$ cat config.mk
export PLATFORM = sky130hd
export DESIGN_NAME = fetch_unit
export DESIGN_NICKNAME = d
export VERILOG_FILES = /design/src/rtl/fetch_unit.sv
export SDC_FILE = /design/constraint.sdc
export NUM_CORES = 1
export LEC_CHECK = 0
export BUFFER_PORTS_ARGS = -buffer_cell sky130_fd_sc_hd__buf_2
export CAP_MARGIN = 20
export CORE_ASPECT_RATIO = 0.7
export CORE_MARGIN = 2
export CORE_UTILIZATION = 43
export DETAILED_ROUTE_END_ITERATION = 12
export PLACE_DENSITY_LB_ADDON = 0.08
export SLEW_MARGIN = 20
export SYNTH_ARGS = -nofsm -noshare
export SYNTH_HDL_FRONTEND = slang
export SYNTH_SLANG_ARGS = --single-unit
$ cat constraint.sdc
create_clock -name clk -period 1.92 [get_ports clk]
set_input_delay 0.096 -clock clk [delete_from_list [all_inputs] [get_ports clk]]
set_output_delay 0.096 -clock clk [all_outputs]
set_load 0.005 [all_outputs]
$ cat src/rtl/fetch_unit.sv
// Instruction fetch stage: requests a word at pc_cur, holds it for decode, then loads the next PC.
// Optional fetch timeout guarded by macro FETCH_TIMEOUT_EN (fetch_err tied low when undefined).
module fetch_unit #(
  parameter logic [15:0] RESET_PC       = 16'h0000,
  parameter logic [3:0]  HALT_OPCODE    = 4'hF,
  parameter int          TIMEOUT_CYCLES = 15
) (
  input  logic        clk,
  input  logic        rst_n,
  input  logic [15:0] pc_next,
  input  logic        stall,
  output logic        imem_req,
  output logic [15:0] imem_addr,
  input  logic        imem_ack,
  input  logic [15:0] imem_rdata,
  output logic [15:0] instr,
  output logic        instr_valid,
  input  logic        instr_ready,
  output logic [15:0] pc_cur,
  output logic        halted,
  output logic        fetch_err
);

  typedef enum logic [1:0] {
    FETCH = 2'd0,
    HOLD  = 2'd1,
    HALT  = 2'd2
  } state_t;

  state_t      state_q, state_d;
  logic [15:0] pc_q, pc_d;
  logic [15:0] instr_q, instr_d;
  logic        valid_q, valid_d;
  logic        halted_q, halted_d;

`ifdef FETCH_TIMEOUT_EN
  localparam int CW = (TIMEOUT_CYCLES < 2) ? 1 : $clog2(TIMEOUT_CYCLES + 1);
  logic [CW-1:0] cnt_q, cnt_d;
  logic          err_q, err_d;
`endif

  always_comb begin
    state_d  = state_q;
    pc_d     = pc_q;
    instr_d  = instr_q;
    valid_d  = valid_q;
    halted_d = halted_q;
`ifdef FETCH_TIMEOUT_EN
    cnt_d    = '0;
    err_d    = err_q;
`endif
    unique case (state_q)
      FETCH: begin
        if (imem_ack) begin
          instr_d = imem_rdata;
          valid_d = 1'b1;
          state_d = HOLD;
        end
`ifdef FETCH_TIMEOUT_EN
        // The cycle that reaches the limit still honours a late ack above.
        else if (cnt_q == CW'(TIMEOUT_CYCLES - 1)) begin
          err_d    = 1'b1;
          halted_d = 1'b1;
          state_d  = HALT;
        end else begin
          cnt_d = cnt_q + 1'b1;
        end
`endif
      end
      HOLD: begin
        if (!stall && instr_ready) begin
          // Instructions are halfword aligned, so the LSB is forced low.
          pc_d    = pc_next & 16'hFFFE;
          valid_d = 1'b0;
          if (instr_q[15:12] == HALT_OPCODE) begin
            halted_d = 1'b1;
            state_d  = HALT;
          end else begin
            state_d = FETCH;
          end
        end
      end
      HALT: begin
        valid_d  = 1'b0;
        halted_d = 1'b1;
      end
      default: state_d = FETCH;
    endcase
  end

  always_ff @(posedge clk or negedge rst_n) begin
    if (!rst_n) begin
      state_q  <= FETCH;
      pc_q     <= RESET_PC;
      instr_q  <= 16'h0000;
      valid_q  <= 1'b0;
      halted_q <= 1'b0;
    end else begin
      state_q  <= state_d;
      pc_q     <= pc_d;
      instr_q  <= instr_d;
      valid_q  <= valid_d;
      halted_q <= halted_d;
    end
  end

`ifdef FETCH_TIMEOUT_EN
  always_ff @(posedge clk or negedge rst_n) begin
    if (!rst_n) begin
      cnt_q <= '0;
      err_q <= 1'b0;
    end else begin
      cnt_q <= cnt_d;
      err_q <= err_d;
    end
  end
  assign fetch_err = err_q;
`else
  assign fetch_err = 1'b0;
`endif

  // Gating with rst_n keeps the request low while reset holds the state at FETCH.
  assign imem_req    = rst_n && (state_q == FETCH);
  assign imem_addr   = pc_q;
  assign pc_cur      = pc_q;
  assign instr       = instr_q;
  assign instr_valid = valid_q;
  assign halted      = halted_q;

endmodule

* Word-level counts from Yosys, hierarchy flattened
Cells that the tools add are included.
** Operators by class
- Multiplexer cells :: 10
- Equality and inequality tests :: 6
- Bitwise gates (word level) :: 1
- Reduce and logical (&&, ||, !) cells :: 11
** Operators with widths (number)
- 3-bit AND reduction :: 3
- 2-bit 2-to-1 mux :: 3
- 2-bit != test, second input constant :: 3
- 2-bit one-hot mux with 3 select lines :: 1
- 4-bit equality test, second input constant :: 1
- 1-bit 2-to-1 mux :: 4
- 2-bit AND reduction :: 2
- 1-bit one-hot mux with 3 select lines :: 1
- 3-bit nonzero test :: 1
- 2-bit by 1-bit equality test with 1-bit output, second input constant :: 1
- 2-bit equality test, second input constant :: 1
- 1-bit logical AND :: 2
- 2-bit logical NOT :: 1
- 1-bit one-hot mux with 2 select lines :: 1
- 2-bit nonzero test :: 1
- 1-bit logical NOT :: 1
- 1-bit NOT :: 1
** Storage, ports and cells
- Word-level logic and storage cells :: 33
- Input port bits :: 37
- Bits in registers :: 35

* Depth between registers and ports, before layout
Gate-level depths: netlist of run 1.
- Word-level depth :: 4
- Mapped depth :: 5
- Gate-level depth less buffers :: 5

* Least setup slack after synthesis of run 1
No wires, ideal clock.
- Kind :: register -> register
- Start point :: reg state_q[0]
- End point :: reg instr_q[0], in the netlist instr[0]
- Clock period less this slack :: 1.559 ns
- Slack :: 0.361 ns
- Arrival time :: 1.434 ns
- Stages on the path, launching flop included :: 6
- Setup time :: 0.125 ns
- Cells stage by stage :: dfrtp_1 -> inv_1 -> ha_1 -> nand2_1 -> buf_2 -> mux2_2
** On the way
- Longest elaborated chain between the ends :: 2
** RTL lines
- start: declaration :: RTL line 30 : state_t state_q, state_d;
- start signal: assignment :: RTL line 99 : state_q <= state_d;
- 2-bit logical NOT :: RTL line 52 : unique case (state_q)
- 2-bit AND reduction (no line)
- end signal: assignment :: RTL line 101 : instr_q <= instr_d;
- end: declaration :: RTL line 32 : logic [15:0] instr_q, instr_d;
Every way passes these cells.
A chain may end at the register's enable or synchronous reset.

* Worst setup path after layout of run 1
- Start point :: reg state_q[0]
- End point :: reg state_q[0]
** On the way
- Longest elaborated chain between the ends :: 3
- Elaborated cells between the ends (all ways) :: 8
- Those cells by class :: 4 x eq/ne; 1 x mux; 1 x bitwise; 2 x reduce/logical
** RTL lines (RTL line)
- 2-bit by 1-bit equality test with 1-bit output (tied with other cells) :: 52
- 2-bit != test (no line) / 1-bit NOT (equally long branches)
- 3-bit AND reduction (no line)
Parallel ways exist; a longest one is shown, timed or not.

==> qor.csv, run 1 <==
stage;metric;value;unit
placed_design;placed_cells;230;
floorplanning;initial_core_util;0.448;
floorplanning;die_w;76.6;µm
global_routing;gr-total-overflow;0;
synth;synth_xor_area_frac;0;
synth;synth-compound-area-share;0.0174;
run;maxCapViolations;0;
route;drt_iter0_markers;18;
synth;synth_cell_types;18;
route;drc_errors;0;
layout;layout.nets;231;
critical_path;worstReg2RegEnd;state_q[0]$_DFFE_PN0P_;
global_routing;grt_pass1_wl;4660;µm
clocking;clockBufferDepth;2;
clocking;cts_buffers;5;
layout;design_area;2050;µm²
placed_design;io_buffers;84;
timing;fmax;0.582;GHz
floorplanning;rows;18;
timing;rsz0062_at_grt;false;
route;drt-pass1-iter-count;2;
timing;fin_hold_ws;46.9;ps
clocking;cts_tree;yes;
route;vias_per_cell;4.38;
synth;synthSimpleGateAreaFrac;0.0410;
hold_path;hold_end;instr[7]$_DFFE_PN0P_;
clocking;cts_resized;0;
synth;synth.yosys.seq_area_share;0.552;
global_routing;antenna_found_initial;0;
synth;synth_top_family_by_area;multiplexers;
synth;synth_seq_cells;35;
timing;min_period_over_period;0.894;
timing;final-hold-violation-count;0;
placed_design;pre_cts_slack;233;ps
route;dr_total_vias;1047;
layout;drive_gt1_frac;0.677;
layout;diodes;0;
critical_path;crit_chain;inv_1, ha_1, nor2b_1, a211oi_1, mux2_2;
global_routing;grt_pass1_vias;1026;
clocking;hold_buffers;1;
hold_path;hp-start;imem_rdata[7];
layout;syn2layout_area_growth;29.2;%
floorplanning;dieArea;4200;µm²
route;wl_per_cell;12.4;µm
clocking;clk_pin_slew;70;ps
global_routing;grt_max_degree;36;
synth;synth_mux_area_frac;0.241;
route;wirelength;2960;µm
critical_path;critPathRequiredTime;2080;ps
floorplanning;io_pins;89;
critical_path;reg2reg_from;state_q[0]$_DFFE_PN0P_;
critical_path;arrival;1880;ps
synth;syn_inst;111;
synth;yosysWarnings;0;
timing;setup_viol;0;
route;ant_nets;0;
critical_path;critPathMaxStageDelay;420;ps
power_and_ir_drop;power.density;1500;nW/µm²
placed_design;place_congestion;0.773;
placed_design;dpl_cell_area;1950;µm²
global_routing;grt_usage;0.148;
synth;synth_area;1590;µm²
timing;final_max_slew_viol_count;0;
timing;setup_ws;203;ps
hold_path;min_path_type;in2reg;
critical_path;cp-start-kind;register;
placed_design;dp_hpwl;2330;µm
critical_path;reg2reg_slack;200;ps
clocking;h-tree-depth;2;
critical_path;r2r.worst_path.cells;5;
clocking;cts_setup_buffers;0;
synth;synth_fa_ha_area_frac;0.0474;
floorplanning;core_area;3540;µm²
power_and_ir_drop;ir_worst_vdd;674;µV
floorplanning;die_h;54.8;µm
synth;syn_avg_cell_area;14.3;µm²
timing;fin_skew;3.06;ps
timing;tns;0;ps
layout;finalNonFillerCells;239;
clocking;clk_latency;270;ps
clocking;cts-root-buf;clkbuf_8;
critical_path;critPathSlowestCell;dfrtp_1;
critical_path;critPathCaptureType;register;
critical_path;crit_type;reg2reg;
outcome;status;finished clean;
power_and_ir_drop;p_leak;1.06;nW
hold_path;min_path_cells;2;
critical_path;critPathMaxFanout;5;
timing;layout_min_cycle_time;1720;ps
clocking;clock-sinks;35;
final cells by class:
type	count	area [µm²]
Fill cell	326	1490
Tap cell	50	62.6
Sequential cell	35	876
Clock inverter	2	12.5
Clock buffer	6	72.6
Inverter	3	11.3
Timing Repair Buffer	88	453
Multi-Input combinational cell	55	561
cells by family (layout without fill, tap and decap cells):
logic type / Yosys count / count (layout)
muxes: 34 / 34
and+or+nand+nor: 8 / 8
AOI/OAI and AO/OA: 4 / 4
buffers and inverters: 23 / 99
DFF: 35 / 35
other: 1 / 3
adders and majority gates: 6 / 6
metrics by stage:
step / utilization / power, mW
floorplan: - / 2.15
global placement: 0.552 / 2.55
detailed placement: 0.552 / 2.60
CTS: 0.579 / 3.12
global route: 0.579 / 3.34
finish: 0.579 / 3.07
how the worst max path moves through the flow:
stage               cells past startpoint                endpoint                    from  slack (ps)
global route                            5  state_q[0]$_DFFE_PN0P_  state_q[0]$_DFFE_PN0P_         110
finish                                  5  state_q[0]$_DFFE_PN0P_  state_q[0]$_DFFE_PN0P_         200
global placement                        5  state_q[0]$_DFFE_PN0P_  state_q[0]$_DFFE_PN0P_         280
floorplan                               5    instr[0]$_DFFE_PN0P_  state_q[0]$_DFFE_PN0P_         360
detailed placement                      5  state_q[0]$_DFFE_PN0P_  state_q[0]$_DFFE_PN0P_         230
CTS                                     5  state_q[0]$_DFFE_PN0P_  state_q[0]$_DFFE_PN0P_         220
power by group:
group	switching (mW)	internal (mW)	total (mW)
sequential	0.215	1.11	1.32
combinational	0.491	0.750	1.24
clock	0.252	0.253	0.506
total	0.958	2.11	3.07
layer usage:
layer / GRT usage / vias up / share of wire
met5: 0 / - / 0
met4: 0.0667 / 0 / 0.0037
met3: 0.0561 / 2 / 0.061
met2: 0.237 / 39 / 0.50
met1: 0.184 / 497 / 0.44
li1: - / 509 / -
critical path: cells and delay by family, from the launching register on:
family / cells / cell delay (ps)
compound gates: 1 / 320
fa+ha+maj: 1 / 230
buf+inv: 1 / 100
flops: 1 / 420
mux: 1 / 380
simple gates: 1 / 160
layout by cell type, fill, tap and decap left out, types with 2 or more instances in the layout:
cell type,instances
dfrtp_1,35
a211oi_1,2
nand2_1,2
ha_1,6
buf_2,84
clkbuf_8,5
inv_1,3
mux2_2,33
conb_1,3
buf_4,3
cells in the mapped netlist:
cell type,count,area share
nand2_1,2,0.0047
or4b_1,1,0.0063
a211oi_1,2,0.0095
and2_1,1,0.0039
a21o_1,1,0.0047
nand3b_4,1,0.013
buf_4,18,0.085
ha_1,6,0.047
mux2_2,33,0.23
inv_1,3,0.0071
nand2b_1,1,0.0039
buf_2,2,0.0063
conb_1,1,0.0024
dfrtp_1,35,0.55
nor2b_1,1,0.0039
o21ai_0,1,0.0032
mux2i_1,1,0.0063
and4_1,1,0.0055
sequential cells by signal, summed over array words and instances, names as in the netlist:
| register | flops |
|---|---|
| halted | 1 |
| instr_valid | 1 |
| imem_addr | 15 |
| state_q | 2 |
| instr | 16 |
Power figures use the tool's default switching activity.
==> run 2, diff against run 1 <==
--- a/config.mk
+++ b/config.mk
@@ -6,8 +6,7 @@
 export NUM_CORES = 1
 export LEC_CHECK = 0
 export BUFFER_PORTS_ARGS = -buffer_cell sky130_fd_sc_hd__buf_2
-export CAP_MARGIN = 20
-export CORE_ASPECT_RATIO = 0.7
+export CORE_ASPECT_RATIO = 1.2
 export CORE_MARGIN = 2
 export CORE_UTILIZATION = 43
 export DETAILED_ROUTE_END_ITERATION = 12
==> constraint.sdc (replaced) <==
create_clock -name clk -period 1.6 [get_ports clk]
set_input_delay 0.08 -clock clk [delete_from_list [all_inputs] [get_ports clk]]
set_output_delay 0.08 -clock clk [all_outputs]
set_load 0.005 [all_outputs]
==> qor.csv, run 2 (synthesis results as in run 1) <==
stage;metric;value;unit;change
outcome;status;finished clean;;
power_and_ir_drop;ir_worst_vdd;883;µV;+31%
floorplanning;core_area;3570;µm²;+1.1%
hold_path;min_path_cells;2;;unchanged
floorplanning;die_w;59.4;µm;-22%
route;drc_errors;0;;unchanged
floorplanning;die_h;70.5;µm;+29%
route;wl_per_cell;13.0;µm;+5.1%
layout;layout.nets;235;;+1.7%
global_routing;antenna_found_initial;0;;unchanged
timing;layout_min_cycle_time;1530;ps;-187 ps
layout;design_area;2090;µm²;+1.8%
critical_path;arrival;1700;ps;-180 ps
power_and_ir_drop;p_comb_frac;0.422;;+0.018
clocking;clk_latency;290;ps;+20 ps
route;vias_per_cell;4.72;;+7.7%
floorplanning;initial_core_util;0.444;;-0.00471
critical_path;crit_type;reg2reg;;
critical_path;reg2reg_from;state_q[0]$_DFFE_PN0P_;;
floorplanning;dieArea;4190;µm²;-0.14%
critical_path;critPathRequiredTime;1770;ps;-310 ps
route;wirelength;3020;µm;+2.0%
timing;tns;0;ps;unchanged
layout;diodes;0;;unchanged
layout;final_util;0.584;;+0.00442
clocking;cts-root-buf;clkbuf_8;;
hold_path;min_path_type;in2reg;;
hold_path;hp-start;imem_rdata[7];;
placed_design;pre_cts_slack;-41.3;ps;-274 ps
clocking;clk_pin_slew;70;ps;about the same
placed_design;place_congestion;0.674;;-13%
run;maxCapViolations;0;;unchanged
layout;drive_gt1_frac;0.705;;+0.0274
route;drt_iter0_markers;4;;-14
clocking;cts_tree;yes;;
timing;rsz0062_at_grt;false;;
placed_design;dp_hpwl;2310;µm;-0.99%
critical_path;r2r.worst_path.cells;5;;unchanged
timing;final_max_slew_viol_count;0;;unchanged
layout;syn2layout_area_growth;31.6;%;
route;ant_nets;0;;unchanged
clocking;cts_buffers;5;;unchanged
layout;final_cell_mix;buf_2 (84), dfrtp_1 (35), mux2_2 (33), buf_4 (6), clkbuf_8 (5);;
power_and_ir_drop;swShare;0.312;;-0.000383
timing;setup_viol;0;;unchanged
placed_design;io_buffers;84;;unchanged
placed_design;dpl_cell_area;1970;µm²;+0.71%
global_routing;grt_usage;0.155;;+0.00653
timing;final-hold-violation-count;0;;unchanged
layout;fillers;318;;-2.5%
clocking;clock-sinks;35;;unchanged
power_and_ir_drop;power.density;1800;nW/µm²;+20%
floorplanning;rows;24;;+6
critical_path;cp-start-kind;register;;
global_routing;gr-total-overflow;0;;unchanged
power_and_ir_drop;intPower;2.59;mW;+23%
route;drt-pass1-iter-count;2;;unchanged
power_and_ir_drop;p_leak;1.09;nW;+2.8%
global_routing;grt_pass1_wl;4770;µm;+2.4%
global_routing;grt_max_degree;36;;unchanged
clocking;clockBufferDepth;2;;unchanged
timing;min_period_over_period;0.956;;+0.0621
timing;setup_ws;69.7;ps;-133 ps
critical_path;critPathMaxFanout;4;;-1
critical_path;worstReg2RegEnd;state_q[0]$_DFFE_PN0P_;;
critical_path;reg2reg_slack;70;ps;-130 ps
layout;final_common_cell;buf_2;;
power_and_ir_drop;p_total;3.76;mW;+23%
hold_path;hold_end;instr[7]$_DFFE_PN0P_;;
route;dr_total_vias;1095;;+4.6%
timing;fmax;0.653;GHz;+12%
critical_path;critPathCaptureType;register;;
power_and_ir_drop;pwr-share-seq;0.418;;-0.013
floorplanning;io_pins;89;;unchanged
global_routing;grt_pass1_vias;1120;;+9.2%
layout;largest_reg_flops;16;;unchanged
power_and_ir_drop;switching_power;1.17;mW;+22%
timing;fin_skew;5.36;ps;+2.30 ps
clocking;h-tree-depth;2;;unchanged
power_and_ir_drop;clkPwrFrac;0.160;;-0.005
run 2: cell types whose count changed in the layout (fill, tap and decap cells not counted), moves of 2 or more:
cell / change
clkinv_2: +2
ha_2: +2
ha_1: -2
buf_4: +3
run 2: timing repair:
| item | CTS | global route |
|---|---|---|
| resized for setup | 1 | 2 |
| endpoints found under the hold margin | 35 | 0 |
| gates cloned | 0 | 0 |
| pin swaps | 0 | 1 |
| hold buffers | 1 | 0 |
| setup endpoints to repair | 1 | 18 |
| buffers inserted | 0 | 2 |
run 2: layout make-up:
cell class                 count  area [µm²]  area share
clock inverter                 3        15.0     0.00720
sequential                    35         876       0.420
timing repair buffer          92         495       0.238
clock buffer                   5        68.8      0.0330
inverter                       3        11.3     0.00540
tap                           39        48.8      0.0234
multi-input combinational     55         571       0.274
run 2: how the worst max path moves through the flow:
stage / startpoint / to / cells past startpoint
finish: state_q[0]$_DFFE_PN0P_ / state_q[0]$_DFFE_PN0P_ / 5
global route: state_q[0]$_DFFE_PN0P_ / state_q[0]$_DFFE_PN0P_ / 5
CTS: state_q[0]$_DFFE_PN0P_ / state_q[0]$_DFFE_PN0P_ / 5
detailed placement: state_q[0]$_DFFE_PN0P_ / state_q[0]$_DFFE_PN0P_ / 5
global placement: state_q[0]$_DFFE_PN0P_ / state_q[0]$_DFFE_PN0P_ / 5
floorplan: state_q[0]$_DFFE_PN0P_ / instr[0]$_DFFE_PN0P_ / 5
run 2: metrics by stage:
step / cells / hold slack [ps]
after floorplan: 113 / -216
after global placement: 221 / 168
after detailed placement: 221 / 175
after CTS: 230 / 12.4
after global routing: 232 / 2.36
final: 232 / 21.0
run 2: power by group through the flow:
stage	clock network, mW	registers, mW	logic, mW
2_1_floorplan	0	1.64	0.944
3_3_place_gp	0	1.56	1.54
3_5_place_dp	0	1.60	1.57
4_1_cts	0.626	1.59	1.58
5_1_grt	0.670	1.64	1.76
6_report	0.602	1.57	1.59
run 2: worst max-delay path, cell delays in order (launching register included):
cell,delay [ps]
dfrtp_1,400
inv_1,70
ha_1,220
nor2b_1,160
a211oi_2,200
mux2_2,360
run 2: metal layers:
layer / up-vias / track usage / share of wire
met3: 5 / 0.0667 / 0.080
met1: 512 / 0.157 / 0.38
met4: 0 / 0.0606 / 0.017
met5: - / 0 / 0
li1: 520 / - / -
met2: 58 / 0.271 / 0.52
==> run 3, diff against run 2 <==
--- a/config.mk
+++ b/config.mk
@@ -5,7 +5,7 @@
 export SDC_FILE = /design/constraint.sdc
 export NUM_CORES = 1
 export LEC_CHECK = 0
-export BUFFER_PORTS_ARGS = -buffer_cell sky130_fd_sc_hd__buf_2
+export BUFFER_PORTS_ARGS = -buffer_cell sky130_fd_sc_hd__clkbuf_2
 export CORE_ASPECT_RATIO = 1.2
 export CORE_MARGIN = 2
 export CORE_UTILIZATION = 43
==> qor.csv, run 3 (synthesis results as in run 1) <==
stage;metric;value;unit;change
clocking;cts_buffers;5;;unchanged
critical_path;critPathCaptureType;register;;
timing;final-hold-violation-count;0;;unchanged
placed_design;place_congestion;0.673;;-0.13%
clocking;cts-root-buf;clkbuf_8;;
placed_design;dp_hpwl;2270;µm;-1.7%
critical_path;cp.buffers_inverters;1;;unchanged
route;vias_per_cell;4.74;;+0.43%
global_routing;grt_max_degree;36;;unchanged
critical_path;crit_family;flip-flops;;
clocking;clk_latency;290;ps;about the same
hold_path;min_path_cells;2;;unchanged
layout;drive_gt1_frac;0.698;;-0.00675
floorplanning;initial_core_util;0.444;;unchanged
critical_path;r2r.worst_path.cells;5;;unchanged
critical_path;crit_type;reg2reg;;
critical_path;reg2reg_slack;50;ps;-20 ps
outcome;status;finished clean;;
layout;final_util;0.589;;+0.00525
power_and_ir_drop;power.density;1870;nW/µm²;+4.0%
hold_path;min_path_type;in2reg;;
timing;final_max_slew_viol_count;0;;unchanged
route;drt-pass1-iter-count;3;;+1
floorplanning;core_area;3570;µm²;unchanged
critical_path;worstReg2RegEnd;state_q[0]$_DFFE_PN0P_;;
route;ant_nets;0;;unchanged
timing;layout_min_cycle_time;1550;ps;+19.7 ps
power_and_ir_drop;p_total;3.95;mW;+4.9%
clocking;clk_pin_slew;80;ps;about the same
clocking;clock-sinks;35;;unchanged
floorplanning;dieArea;4190;µm²;unchanged
floorplanning;io_pins;89;;unchanged
floorplanning;die_h;70.5;µm;unchanged
critical_path;crit_chain;inv_1, ha_1, nor2b_1, a211oi_2, mux2_2;;
layout;largest_reg_flops;16;;unchanged
route;wirelength;2960;µm;-2.2%
floorplanning;rows;24;;unchanged
route;drc_errors;0;;unchanged
layout;syn2layout_area_growth;32.8;%;
global_routing;antenna_found_initial;0;;unchanged
critical_path;critPathMaxStageDelay;400;ps;about the same
critical_path;critPathMaxFanout;4;;unchanged
timing;tns;0;ps;unchanged
clocking;clockBufferDepth;2;;unchanged
route;dr_total_vias;1095;;unchanged
clocking;cts_tree;yes;;
global_routing;grt_pass1_wl;4790;µm;+0.44%
critical_path;critPathSlowestCell;dfrtp_1;;
critical_path;reg2reg_from;state_q[0]$_DFFE_PN0P_;;
hold_path;hp-start;imem_rdata[15];;
timing;rsz0062_at_grt;true;;
timing;fin_skew;8.75;ps;+3.39 ps
power_and_ir_drop;ir_worst_vdd;943;µV;+6.8%
global_routing;grt_pass1_vias;1125;;+0.45%
layout;diodes;0;;unchanged
route;drt_iter0_markers;7;;+3
global_routing;gr-total-overflow;0;;unchanged
route;wl_per_cell;12.8;µm;-1.7%
hold_path;hold_end;instr[15]$_DFFE_PN0P_;;
critical_path;arrival;1730;ps;+30 ps
critical_path;cp-start-kind;register;;
critical_path;critPathRequiredTime;1780;ps;about the same
timing;fmax;0.645;GHz;-1.3%
placed_design;io_buffers;84;;unchanged
timing;setup_viol;0;;unchanged
clocking;h-tree-depth;2;;unchanged
timing;min_period_over_period;0.969;;+0.0123
layout;final_common_cell;clkbuf_2;;
layout;final_cell_mix;clkbuf_2 (84), dfrtp_1 (35), mux2_2 (33);;
run;maxCapViolations;0;;unchanged
power_and_ir_drop;p_leak;1.11;nW;+2.0%
global_routing;grt_usage;0.151;;-0.00387
layout;layout.nets;234;;-0.43%
floorplanning;die_w;59.4;µm;unchanged
==> run 3: worst max path at each step <==
stage | depth (start not counted) | start | to
5_1_grt | 5 | state_q[0]$_DFFE_PN0P_ | state_q[0]$_DFFE_PN0P_
2_1_floorplan | 5 | state_q[0]$_DFFE_PN0P_ | instr[0]$_DFFE_PN0P_
4_1_cts | 5 | state_q[0]$_DFFE_PN0P_ | state_q[0]$_DFFE_PN0P_
6_report | 5 | state_q[0]$_DFFE_PN0P_ | state_q[0]$_DFFE_PN0P_
3_5_place_dp | 5 | state_q[0]$_DFFE_PN0P_ | state_q[0]$_DFFE_PN0P_
3_3_place_gp | 5 | state_q[0]$_DFFE_PN0P_ | state_q[0]$_DFFE_PN0P_
==> run 3: final cells by class <==
cell class,instances,area [µm²]
fillers,296,1470
flip-flops and latches,35,876
multi-input cells,55,568
repair buffers,91,488
clock buffers,5,68.8
well taps,39,48.8
clock inverters,3,43.8
inverters,3,11.3
==> run 3: what timing repair did <==
| item | 4_1_cts | 5_1_grt |
|---|---|---|
| endpoints found under the setup margin | 1 | 18 |
| buffers inserted | 0 | 1 |
| resized for setup | 1 | 1 |
| hold endpoints to repair | 35 | 0 |
| hold buffers | 1 | 0 |
==> run 3: through the flow <==
step / hold WS (ps) / instance area (µm²) / setup slack (ps) / cells
floorplan: -216 / 1590 / 41.4 / 113
detailed placement: 171 / 1970 / -48.2 / 221
CTS: 11.9 / 2090 / 4.38 / 230
finish: 19.4 / 2100 / 50.0 / 231
global placement: 173 / 1970 / 7.86 / 221
global route: 5.10 / 2100 / -34.3 / 231
==> run 3: power by group <==
| part | switching, mW | total, mW | internal [mW] | leakage [nW] |
|---|---|---|---|---|
| logic | 0.613 | 1.57 | 0.954 | 0.642 |
| registers | 0.266 | 1.60 | 1.33 | 0.414 |
| clock network | 0.319 | 0.783 | 0.464 | 0.0581 |
| total | 1.20 | 3.95 | 2.75 | 1.11 |
==> run 3: routing by layer <==
metal	up-vias	global-route usage	part of all wire
li1	518	-	-
met1	514	0.163	0.38
met2	59	0.261	0.52
met3	4	0.0593	0.086
met4	0	0.0530	0.0098
met5	-	0	0
